`src/rtl/fft_twiddle_pkg.sv`:
```
// Shared types and index math for the twiddle ROM fetch path.
package fft_twiddle_pkg;

  localparam int ROM_ADDR_WIDTH = 16;
  localparam int TW_HALF_WIDTH  = 16;

  typedef struct packed {
    logic [TW_HALF_WIDTH-1:0] cos;
    logic [TW_HALF_WIDTH-1:0] sin;
  } twiddle_word_t;

  typedef enum logic [1:0] {
    ST_IDLE  = 2'd0,
    ST_ISSUE = 2'd1,
    ST_DRAIN = 2'd2,
    ST_DONE  = 2'd3
  } fetch_state_e;

  // Full-circle index: (b mod 2^s) scaled up to the largest supported FFT.
  function automatic logic [ROM_ADDR_WIDTH-1:0] tw_index(
    input logic [ROM_ADDR_WIDTH-1:0] b,
    input logic [3:0]                s,
    input logic [3:0]                maxlog2
  );
    logic [ROM_ADDR_WIDTH-1:0] mask;
    logic [3:0]                sh;
    mask = (16'd1 << s) - 16'd1;
    sh   = maxlog2 - 4'd1 - s;
    return (b & mask) << sh;
  endfunction

endpackage

```
`src/rtl/twiddle_fetch_ctrl_ret_fifo.sv`:
```
// Synchronous first-word-fall-through return buffer with occupancy count and flush.
module twiddle_ret_fifo #(
  parameter int WIDTH = 32,
  parameter int DEPTH = 4
) (
  input  logic                   clk_i,
  input  logic                   reset_n_i,
  input  logic                   flush_i,
  input  logic                   push_i,
  input  logic [WIDTH-1:0]       data_i,
  input  logic                   pop_i,
  output logic [WIDTH-1:0]       data_o,
  output logic                   valid_o,
  output logic [$clog2(DEPTH):0] count_o
);
  localparam int AW = $clog2(DEPTH);
  localparam int CW = AW + 1;

  logic [WIDTH-1:0] r_mem [DEPTH];
  logic [AW-1:0]    r_wr_ptr;
  logic [AW-1:0]    r_rd_ptr;
  logic [CW-1:0]    r_count;
  logic             w_push;
  logic             w_pop;

  assign w_pop  = pop_i && (r_count != '0);
  assign w_push = push_i && (r_count != CW'(DEPTH));

  // Storage carries no reset; the head is masked to zero while empty.
  always_ff @(posedge clk_i) begin
    if (w_push) begin
      r_mem[r_wr_ptr] <= data_i;
    end
  end

  always_ff @(posedge clk_i or negedge reset_n_i) begin
    if (!reset_n_i) begin
      r_wr_ptr <= '0;
      r_rd_ptr <= '0;
      r_count  <= '0;
    end else if (flush_i) begin
      r_wr_ptr <= '0;
      r_rd_ptr <= '0;
      r_count  <= '0;
    end else begin
      if (w_push) begin
        r_wr_ptr <= r_wr_ptr + AW'(1);
      end
      if (w_pop) begin
        r_rd_ptr <= r_rd_ptr + AW'(1);
      end
      case ({w_push, w_pop})
        2'b10:   r_count <= r_count + CW'(1);
        2'b01:   r_count <= r_count - CW'(1);
        default: r_count <= r_count;
      endcase
    end
  end

  assign valid_o = (r_count != '0);
  assign data_o  = valid_o ? r_mem[r_rd_ptr] : '0;
  assign count_o = r_count;

endmodule

```
`src/rtl/twiddle_fetch_ctrl.sv`:
```
// Twiddle fetch controller: walks radix-2 DIT stages/butterflies, issues ROM reads
// under a credit limit and streams the returned {cos,sin} words to the datapath.
module twiddle_fetch_ctrl
  import fft_twiddle_pkg::*;
#(
  parameter int MAX_FFT_LENGTH_LOG2 = 12,
  parameter int TWIDDLE_WIDTH       = 16,
  parameter int ROM_LATENCY         = 1,
  parameter int FIFO_DEPTH          = 4
) (
  input  logic                       clk_i,
  input  logic                       reset_n_i,
  input  logic                       start_i,
  input  logic [3:0]                 fft_length_log2_i,
  input  logic                       abort_i,
  output logic [ROM_ADDR_WIDTH-1:0]  rom_addr_o,
  output logic                       rom_addr_valid_o,
  input  logic [2*TWIDDLE_WIDTH-1:0] rom_data_i,
  input  logic                       rom_data_valid_i,
  output logic [2*TWIDDLE_WIDTH-1:0] tw_data_o,
  output logic                       tw_valid_o,
  input  logic                       tw_ready_i,
  output logic [3:0]                 stage_o,
  output logic                       busy_o,
  output logic                       done_o,
  output logic                       error_o
);
  localparam int DW  = 2 * TWIDDLE_WIDTH;
  localparam int BW  = MAX_FFT_LENGTH_LOG2;
  localparam int FCW = $clog2(FIFO_DEPTH) + 1;
  // In-flight reads are bounded by the credit limit; the latency term is headroom only.
  localparam int OCW = $clog2(FIFO_DEPTH + ROM_LATENCY) + 1;

  fetch_state_e              r_state;
  fetch_state_e              w_next_state;
  logic [3:0]                r_len;
  logic [3:0]                r_stage;
  logic [BW-1:0]             r_bfly;
  logic [BW-1:0]             w_bfly_max;
  logic [OCW-1:0]            r_outstanding;
  logic [OCW-1:0]            r_discard;
  logic [ROM_ADDR_WIDTH-1:0] r_addr;
  logic                      r_addr_valid;
  logic                      r_error;
  logic [FCW-1:0]            w_fifo_count;
  logic                      w_len_ok, w_start, w_bad_start, w_abort;
  logic                      w_credit, w_issue, w_stage_last, w_bfly_last;
  logic                      w_ret, w_drop, w_spur, w_pop;

  assign w_abort     = abort_i && (r_state != ST_IDLE);
  assign w_len_ok    = (fft_length_log2_i != 4'd0) && (int'(fft_length_log2_i) <= MAX_FFT_LENGTH_LOG2);
  assign w_start     = (r_state == ST_IDLE) && start_i && (r_discard == '0) && w_len_ok;
  assign w_bad_start = (r_state == ST_IDLE) && start_i && (r_discard == '0) && !w_len_ok;
  assign w_credit    = (int'(r_outstanding) + int'(w_fifo_count)) < FIFO_DEPTH;
  assign w_issue     = (r_state == ST_ISSUE) && !abort_i && w_credit;
  assign w_bfly_max  = (BW'(1) << (r_len - 4'd1)) - BW'(1);
  assign w_bfly_last = (r_bfly == w_bfly_max);
  assign w_stage_last = (r_stage == (r_len - 4'd1));
  // Returns belonging to an aborted run are retired against the discard count first.
  assign w_drop      = rom_data_valid_i && (r_discard != '0);
  assign w_ret       = rom_data_valid_i && (r_discard == '0) && (r_outstanding != '0);
  assign w_spur      = rom_data_valid_i && (r_discard == '0) && (r_outstanding == '0);
  assign w_pop       = tw_valid_o && tw_ready_i;

  always_comb begin
    w_next_state = r_state;
    case (r_state)
      ST_IDLE: begin
        if (w_start) w_next_state = ST_ISSUE;
        else         w_next_state = ST_IDLE;
      end
      ST_ISSUE: begin
        if (w_abort)                                     w_next_state = ST_IDLE;
        else if (w_issue && w_stage_last && w_bfly_last) w_next_state = ST_DRAIN;
        else                                             w_next_state = ST_ISSUE;
      end
      ST_DRAIN: begin
        if (w_abort)                                     w_next_state = ST_IDLE;
        else if ((r_outstanding == '0) && !tw_valid_o)   w_next_state = ST_DONE;
        else                                             w_next_state = ST_DRAIN;
      end
      ST_DONE:  w_next_state = ST_IDLE;
      default:  w_next_state = ST_IDLE;
    endcase
  end

  always_ff @(posedge clk_i or negedge reset_n_i) begin
    if (!reset_n_i) begin
      r_state       <= ST_IDLE;
      r_len         <= 4'd0;
      r_stage       <= 4'd0;
      r_bfly        <= '0;
      r_outstanding <= '0;
      r_discard     <= '0;
      r_addr        <= '0;
      r_addr_valid  <= 1'b0;
      r_error       <= 1'b0;
    end else begin
      r_state      <= w_next_state;
      r_addr_valid <= w_issue;
      r_error      <= w_bad_start || w_spur;
      if (w_issue) begin
        r_addr <= tw_index(ROM_ADDR_WIDTH'(r_bfly), r_stage, 4'(MAX_FFT_LENGTH_LOG2));
      end
      if (w_start) begin
        r_len   <= fft_length_log2_i;
        r_stage <= 4'd0;
        r_bfly  <= '0;
      end else if (w_abort || (r_state == ST_DONE)) begin
        r_stage <= 4'd0;
        r_bfly  <= '0;
      end else if (w_issue) begin
        if (w_bfly_last) begin
          r_bfly <= '0;
          if (!w_stage_last) begin
            r_stage <= r_stage + 4'd1;
          end
        end else begin
          r_bfly <= r_bfly + BW'(1);
        end
      end
      if (w_abort) begin
        r_discard     <= r_discard + r_outstanding - OCW'(w_ret) - OCW'(w_drop);
        r_outstanding <= '0;
      end else begin
        r_discard     <= r_discard - OCW'(w_drop);
        r_outstanding <= r_outstanding + OCW'(w_issue) - OCW'(w_ret);
      end
    end
  end

  twiddle_ret_fifo #(
    .WIDTH (DW),
    .DEPTH (FIFO_DEPTH)
  ) u_ret_fifo (
    .clk_i     (clk_i),
    .reset_n_i (reset_n_i),
    .flush_i   (w_abort),
    .push_i    (w_ret),
    .data_i    (rom_data_i),
    .pop_i     (w_pop),
    .data_o    (tw_data_o),
    .valid_o   (tw_valid_o),
    .count_o   (w_fifo_count)
  );

  assign rom_addr_o       = r_addr;
  assign rom_addr_valid_o = r_addr_valid;
  assign stage_o          = r_stage;
  assign busy_o           = (r_state != ST_IDLE);
  assign done_o           = (r_state == ST_DONE);
  assign error_o          = r_error;

endmodule

```
`config.mk`:
```
export PLATFORM = sky130hd
export DESIGN_NAME = twiddle_fetch_ctrl
export DESIGN_NICKNAME = d
export VERILOG_FILES = /design/src/rtl/fft_twiddle_pkg.sv /design/src/rtl/twiddle_fetch_ctrl_ret_fifo.sv /design/src/rtl/twiddle_fetch_ctrl.sv
export SDC_FILE = /design/constraint.sdc
export NUM_CORES = 1
export LEC_CHECK = 0
export BUFFER_PORTS_ARGS = -buffer_cell sky130_fd_sc_hd__buf_4
export CAP_MARGIN = 20
export CORE_ASPECT_RATIO = 0.5
export CORE_MARGIN = 3
export CORE_UTILIZATION = 54
export DETAILED_ROUTE_END_ITERATION = 8
export GPL_TIMING_DRIVEN = 1
export PLACE_DENSITY = 0.8
export SLEW_MARGIN = 15
export SYNTH_ARGS = -nofsm -noshare
export SYNTH_HDL_FRONTEND = slang
export SYNTH_SLANG_ARGS = --single-unit
```
`constraint.sdc`:
```
create_clock -name clk_i -period 3.8 [get_ports clk_i]
set_input_delay 0.19 -clock clk_i [delete_from_list [all_inputs] [get_ports clk_i]]
set_output_delay 0.19 -clock clk_i [all_outputs]
set_load 0.01 [all_outputs]
```
# Word-level counts from Yosys, hierarchy flattened
# Memories as Yosys holds them, arrays and structs flattened.
# Index checks and enable logic that the tools add are counted.
# totals
register_bits	55
ram_bits	128
word_cells	108
n_memories	1
# classes
add_sub_neg	17
n_lt_le_gt_ge	2
n_eq_ne	9
n_shift	3
n_mux	26
bitwise_logic	1
reduce_logical	37
# memory_table
memory	words	width	read_ports	rd_clocked_by_memory_dff	write_ports	line_no	text
u_ret_fifo.r_mem	4	32	1	0	1	twiddle_fetch_ctrl_ret_fifo.sv:19	logic [WIDTH-1:0] r_mem [DEPTH];
# ops
op	count
two-way mux 12 bit	4
two-way mux 32 bit	1
two-way mux 4 bit	7
logical AND 1 bit	18
bitwise AND 12 x 16 -> 16 bit	1
<< shifter 1 x 4 -> 16 bit (first input constant)	1
<< shifter 16 x 4 -> 16 bit	1
subtractor 16 x 1 -> 16 bit (second input constant)	1
subtractor 4 x 1 -> 4 bit	4
two-way mux 2 bit	7
adder 12 x 1 -> 12 bit (second input constant)	1
== test 12 bit	1
nonzero test 3 bit	4
nonzero test 4 bit	3
<< shifter 1 x 4 -> 12 bit (first input constant)	1
subtractor 12 x 2 -> 12 bit (second input constant)	1
zero test 4 bit	2
one-hot mux 2 bit (4 select lines)	1
== test 2 bit (second input constant)	3
one-hot mux 3 bit (2 select lines)	1
nonzero test 2 bit	3
adder 4 x 3 -> 5 bit	1
< comparator 5 x 3 -> 1 bit (second input constant)	1
adder 2 x 1 -> 2 bit (second input constant)	2
other kinds (18)	25

# Logic depth before layout (Yosys ltp)
# Gate-level depths: netlist (run 1).
# depth
depth_word	8
depth_mapped	17
depth_no_buf	14

# By module
# Synthesis (run 1) repeated with hierarchy kept, for this count alone.
# unflattened
cells_unflattened	824
area_unflattened_um2	10032.1
# modules_own_cells
module	instances	cells_each	area_each_um2	seq_area_each_um2
twiddle_ret_fifo	1	269	5403.9	4018.9
twiddle_fetch_ctrl	1	555	4628.2	1201.2

# Worst setup path before layout (run 1)
# No wires, ideal clock.
# synth_path
kind	register -> register
start	reg r_len[0]
end	reg r_bfly[11]
setup_time_ns	0.126
arrival_time_ns	3.785
slack_ns	-0.111
stages_incl_launch_ff	17
path_cell_list	dfrtp_1 buf_6 inv_1 ha_1 buf_6 clkbuf_1 nor2_1 a32o_1 nand2_1 ha_1 and2_1 a22oi_4 or3_1 a221o_1 a2111oi_4 nor4_1 a311o_1
# synth_via
elab_chain_len	8
# synth_rtl
element	line_no	text
start: declaration	twiddle_fetch_ctrl.sv:36	logic [3:0] r_len;
start signal: assignment	twiddle_fetch_ctrl.sv:106	r_len <= fft_length_log2_i;
subtractor 4 x 1 -> 4 bit	twiddle_fetch_ctrl.sv:56	assign w_bfly_max = (BW'(1) << (r_len - 4'd1)) - BW'(1);
<< shifter 1 x 4 -> 12 bit	twiddle_fetch_ctrl.sv:56	
subtractor 12 x 2 -> 12 bit	twiddle_fetch_ctrl.sv:56	
== test 12 bit	twiddle_fetch_ctrl.sv:57	assign w_bfly_last = (r_bfly == w_bfly_max);
two-way mux 12 bit	twiddle_fetch_ctrl.sv:113	if (w_bfly_last) begin
two-way mux 12 bit	twiddle_fetch_ctrl.sv:112	end else if (w_issue) begin
two-way mux 12 bit	twiddle_fetch_ctrl.sv:109	end else if (w_abort || (r_state == ST_DONE)) begin
two-way mux 12 bit	twiddle_fetch_ctrl.sv:105	if (w_start) begin
end signal: assignment	twiddle_fetch_ctrl.sv:119	r_bfly <= r_bfly + BW'(1);
end: declaration	twiddle_fetch_ctrl.sv:38	logic [BW-1:0] r_bfly;
# No other way between the ends. The select of a mux whose other input is x is not followed.
# A chain may end at the register's enable or synchronous reset.

# Worst setup path after layout (run 1)
# Ends and elaborated chain as after synthesis.

==> results of run 1 <==
[metal layers]
layer / part of all wire [%] / track usage, %
met3: 5.9 / 4.48
met1: 43 / 31.1
met4: 1.9 / 6.95
met5: 0 / 0
met2: 49 / 38.5
[layout make-up]
cell class	count	area, µm²
multi-input combinational	529	4310
inverter	38	143
clock inverter	15	193
tap	234	293
clock buffer	17	425
fill	1228	5760
timing repair buffer	164	1350
sequential	183	5220
[where the power goes]
group          total, mW  internal (mW)  switching [mW]
registers           2.52           2.33           0.188
logic               3.64           1.76            1.88
clock network       1.78          0.906           0.878
[critical path: stages, from the launching register on]
cell	delay, ns
dfrtp_2	0.47
inv_1	0.11
ha_1	0.24
buf_4	0.17
a32o_1	0.26
nand2_1	0.13
ha_4	0.19
and2_1	0.17
a22oi_4	0.07
or3_1	0.33
a221o_1	0.43
a2111oi_4	0.30
buf_4	0.20
nor4_1	0.06
a311o_1	0.32
[synth_stat cells (13+ instances only)]
library cell,number,area [µm²]
edfxtp_1,128,3840
nor2_1,58,218
dfrtp_1,55,1380
and2_1,54,338
nand2_1,43,161
inv_1,37,139
clkbuf_1,36,135
mux4_2,36,811
ha_1,33,413
o21ai_0,32,160
xnor2_1,25,219
a21oi_1,23,115
nand3_1,15,75.1
nor3_1,15,75.1
mux2i_1,13,130
[worst max path at each step]
| stage | start | endpoint | cells after the start |
|---|---|---|---|
| after detailed placement | r_len[0]$_DFFE_PN0P_ | r_bfly[11]$_DFFE_PN0P_ | 13 |
| after floorplan | r_len[1]$_DFFE_PN0P_ | r_bfly[11]$_DFFE_PN0P_ | 16 |
| final | r_len[0]$_DFFE_PN0P_ | r_bfly[11]$_DFFE_PN0P_ | 14 |
| after global routing | r_len[0]$_DFFE_PN0P_ | r_bfly[11]$_DFFE_PN0P_ | 14 |
| after global placement | r_len[0]$_DFFE_PN0P_ | r_bfly[11]$_DFFE_PN0P_ | 13 |
| after CTS | r_len[0]$_DFFE_PN0P_ | r_bfly[11]$_DFFE_PN0P_ | 13 |
[repair_timing]
item / in CTS / in global routing
endpoints found under the setup margin: 0 / 9
endpoints found under the hold margin: 184 / 0
hold buffers: 34 / 0
setup buffers: 0 / 1
[cells in the final DEF, fill, tap and decap left out, drive strengths merged, types with 8 or more instances in the layout]
cell | synthesis | layout
nor3 | 15 | 15
ha | 33 | 33
nor2b | 12 | 12
nand2 | 43 | 43
edfxtp | 128 | 128
dfrtp | 55 | 55
mux2i | 13 | 13
nand3 | 15 | 15
o21ai | 33 | 33
xnor2 | 25 | 25
inv | 37 | 45
nor2 | 59 | 59
mux2 | 8 | 8
clkbuf | 37 | 17
and2 | 56 | 56
dlygate4sd3 | 0 | 34
clkinv | 1 | 8
a21oi | 23 | 23
mux4 | 36 | 36
xor2 | 11 | 11
buf | 17 | 130
or3 | 9 | 9
[cells by family after synthesis]
family | count (synthesis)
AND/OR/NAND/NOR | 252
flip-flops | 183
AO/OA/AOI/OAI | 146
buffers and inverters | 92
multiplexers | 57
adder cells (fa/ha/maj) | 38
XOR/XNOR | 36
[flip-flops by register name, indices dropped and copies added (netlist names)]
name and flops:
u_ret_fifo.r_mem 128, rom_addr_o 16, r_bfly 12, r_discard 4, r_len 4, r_outstanding 4, stage_o 4, u_ret_fifo.count_o 3
r_state 2, u_ret_fifo.r_rd_ptr 2, u_ret_fifo.r_wr_ptr 2, error_o 1, rom_addr_valid_o 1
==> metrics.txt, run 1 <==
Slew Viols, Final 0; YS warnings 0; drt drc 0; clk_lat worst skew 0.43 ns; Post-Synth Simple-Gate Area 13.6%; Post-Syn Instances ~800; Final Hold Fails 0; worst clock skew 0.0115 ns; Worst Path Arrival 3.88 ns; CTS tree yes; Crit Reg-Reg Endpoint r_bfly[11]$_DFFE_PN0P_; antenna-violating nets left 0; largest family of logic cells by synthesized area simple AND/OR/NAND/NOR gates; Startpoint Class flop; I/O pins 99; RSZ-0062 raised after global routing false; vias in the first global route 7025; port buffer count 98; Num CTS Buffers 17; post-layout min period 3.57 ns; Area Overhead vs Synth 20.3%; sequential area share after synthesis 52.6%; CTS resizes 0; Data required, critical path 4.11 ns; Post-Synth XOR/XNOR Area 3.18%; CP max FO 8; H-Tree Level Count 4; die height between 100 and 150 µm; antenna violations before repair 0; final std cells w/o fill approximately 1.2k; Tcrit/Tclk final 94.0%; final WL 22200 µm; Slew HR 45.3%; largest net degree at the start of global routing 56; worst setup margin around 0.23 ns; pre-CTS setup slack 0.148 ns; CTS max path bufs 2; Hold Path End r_len[3]$_DFFE_PN0P_; number of vias per cell around 6; Post-synth EDFFs 128; post-layout util 67.4%; RR Startpoint r_len[0]$_DFFE_PN0P_; mux cell area share after synthesis 10.4%; pwr dens 666 mW/mm²; Yosys reg bits 183; DRT Pass-1 Iters 5; GRT overflow 0; Die W 198 µm; HP Start fft_length_log2_i[3]; VDD IR max roughly 0.00039 V; FFs w/ async S/R, synth 30.1%; WHS 0.0196 ns; Distinct cells, synth 84; worst min path class in -> reg; worst setup path class reg -> reg; syn_area_per_cell between 10 and 15 µm²; CTS sink count 183; Detailed Route Iter0 Violations between 500 and 600; TNS Setup 0 ns; hold path cells 2; GP Congestion 0.882; Worst R2R Path Depth 14; Nets 1013; Leak 4.62 nW; die area 0.0201 mm²; post-route cell area 0.0119 mm²; Post-Synth Adder-Cell Area under 10%; placed insts 1113; Primary FF master, synth edfxtp_1; Wirelength per Cell between 15 and 20 µm; total track usage 23.0%; Initial Util 56.1%; Synthesized Nets between 800 and 900; Power, Total just under 8 mW; Setup crit end kind flop; final setup fails 0; Row Count 34; core area 0.0177 mm²; Root Buffer clkbuf_16; status finished, final reports clean; layout cells sized above 1 24.1%; dpl hpwl 14800 µm; max cap viols 0; Vias 6996; Max Freq between 200 and 300 MHz; ANT cells 0; first-pass GRT wire length 36300 µm; slew at the pin closest to its max-slew limit 0.816 ns; r2r setup slk 0.23 ns; area fraction in compound gates after synthesis 10.9%; Placed Area 0.0110 mm²; Syn Std Cell Area 0.00993 mm²; Worst-path clk slew 0.07 ns
Power figures use the tool's default switching activity.
==> run 2, diff against run 1 <==
CORE_UTILIZATION = 30   (was 54)
PLACE_DENSITY = 0.51   (was 0.8)
SLEW_MARGIN = 25   (was 15)
==> run 2 against run 1 <==
Register-to-register slack worse by 0.02 ns. Wire length up 7.4%. Maximum frequency decreased by 0.49%. Critical endpoint unchanged. Largest power group unchanged. Highest routed layer unchanged.
==> metrics.txt, run 2 (synthesis results as in run 1) <==
Final Hold Fails 0 (unchanged); CTS max path bufs 2 (unchanged); largest net degree at the start of global routing 56 (unchanged); Slew HR 43.9% (-1.4 points); pwr dens 646 mW/mm² (-3.0%); number of fill cells 3107 (+150%); CP max FO 8 (unchanged); most frequent cells in the layout buf_4, edfxtp_1, nor2_1; Row Count 46 (+35%); GRT overflow 0 (unchanged); CTS sink count 183 (unchanged); Slew Viols, Final 0 (unchanged); I/O pins 99 (unchanged); VDD IR max 0.000359 V (-8.9%); Vias 6915 (-1.2%); Placed Area 0.0112 mm² (+2.3%); Setup crit end kind flop; H-Tree Level Count 4 (unchanged); antenna-violating nets left 0 (unchanged); Detailed Route Iter0 Violations 476 (-9.2%); post-route cell area 0.0122 mm² (+2.0%); drt drc 0 (unchanged); Wirelength per Cell 17.2 µm (-8.5%); total track usage 13.6% (-9.3 points); Num CTS Buffers 17 (unchanged); Worst-path clk slew 0.08 ns (about the same); Worst Path Arrival 3.89 ns (about the same); Seq. cell area 0.00522 mm² (about the same); slew at the pin closest to its max-slew limit 0.842 ns (+0.0261 ns); Power, Total 7.87 mW (-1.0%); dpl hpwl 16400 µm (+10%); clk_lat worst skew 0.43 ns (about the same); worst clock skew 0.0136 ns (+0.00211 ns); die height 135 µm (+32%); Initial Util 30.9% (-25 points); port buffer count 98 (unchanged); vias in the first global route 7034 (+0.13%); Startpoint Class flop; status finished, final reports clean; register with the most flip-flops u_ret_fifo.r_mem; TNS Setup 0 ns (unchanged); CTS tree yes; antenna violations before repair 0 (unchanged); commonest non-fill, non-tap cell in the layout buf_4; layout cells sized above 1 24.4% (+0.35 points); max cap viols 0 (unchanged); final setup fails 0 (unchanged); final WL 23800 µm (+7.4%); worst setup path class reg -> reg; core area 0.0321 mm² (+81%); Max Freq 279 MHz (-0.49%); Leak 4.62 nW (+0.20%); WHS 0.0226 ns (+0.00296 ns); area occupied by multi-input gates 0.00431 mm² (unchanged); worst min path class in -> reg; ANT cells 0 (unchanged); Die W 263 µm (+33%); Tcrit/Tclk final 94.5% (+0.47 points); die area 0.0354 mm² (+76%); post-layout min period 3.59 ns (+0.0178 ns); Data required, critical path 4.10 ns (about the same); max reg flops 128 (unchanged); Area Overhead vs Synth 22.7%; first-pass GRT wire length 38500 µm (+6.1%); DRT Pass-1 Iters 5 (unchanged); Root Buffer clkbuf_16; Nets 1020 (+0.69%); GP Congestion 0.817 (-7.4%); number of vias per cell 4.99 (-16%)
-- run 2: stage by stage --
step,worst slack [ns],util (%),std cells
2_1_floorplan,0.0169,-,804
5_1_grt,-0.00762,37.9,1385
6_report,0.210,37.9,1385
3_3_place_gp,0.121,34.9,1313
3_5_place_dp,0.0320,34.9,1313
4_1_cts,0.0536,37.8,1381
-- run 2: power by group --
group	internal, mW	switching (mW)
sequential	2.33	0.257
clock	0.865	0.814
combinational	1.78	1.82
total	4.97	2.89
-- run 2: repair_timing --
item | CTS | global route
hold endpoints to repair | 186 | 0
pin swaps | 1 | 2
setup buffers | 0 | 4
resized for setup | 0 | 1
hold buffers | 36 | 0
endpoints found under the setup margin | 1 | 13
-- run 2: final cells by class --
class	count	area share [%]
well taps	432	4.44
multi-input cells	529	35.4
flip-flops and latches	183	42.9
inverters	38	1.17
clock buffers	17	3.49
clock inverters	15	1.13
repair buffers	171	11.5
-- run 2: worst max-delay path, stage by stage (launching register included) --
cell       delay, ns
dfrtp_2         0.47
or3_4           0.43
a32o_1          0.30
nand2_1         0.13
ha_4            0.19
and2_1          0.17
a22oi_4         0.07
or3_1           0.32
a221o_1         0.40
a2111oi_4       0.36
buf_4           0.21
nor4_1          0.06
a311o_1         0.33
-- run 2: path summary, 6_finish.rpt --
kind	cells after the start	end	slack (ns)	from
max	12	r_bfly[11]$_DFFE_PN0P_	0.21	r_len[0]$_DFFE_PN0P_
min	2	r_len[3]$_DFFE_PN0P_	0.02	fft_length_log2_i[3]
max reg2reg	12	r_bfly[11]$_DFFE_PN0P_	0.21	r_len[0]$_DFFE_PN0P_
min reg2reg	1	r_discard[3]$_DFF_PN0_	0.48	r_discard[3]$_DFF_PN0_
max in group asynchronous	2	u_ret_fifo.r_rd_ptr[0]$_DFFE_PN0P_	2.87	reset_n_i
min in group asynchronous	2	rom_addr_o[4]$_DFFE_PN0P_	0.35	reset_n_i
-- run 2: per-layer routing --
layer | GRT usage (%) | share of wire (%) | up-vias
met3 | 2.46 | 3.1 | 24
li1 | - | - | 3259
met5 | 0 | 0 | -
met2 | 23.6 | 51 | 141
met1 | 17.8 | 45 | 3491
met4 | 3.61 | 1.3 | 0
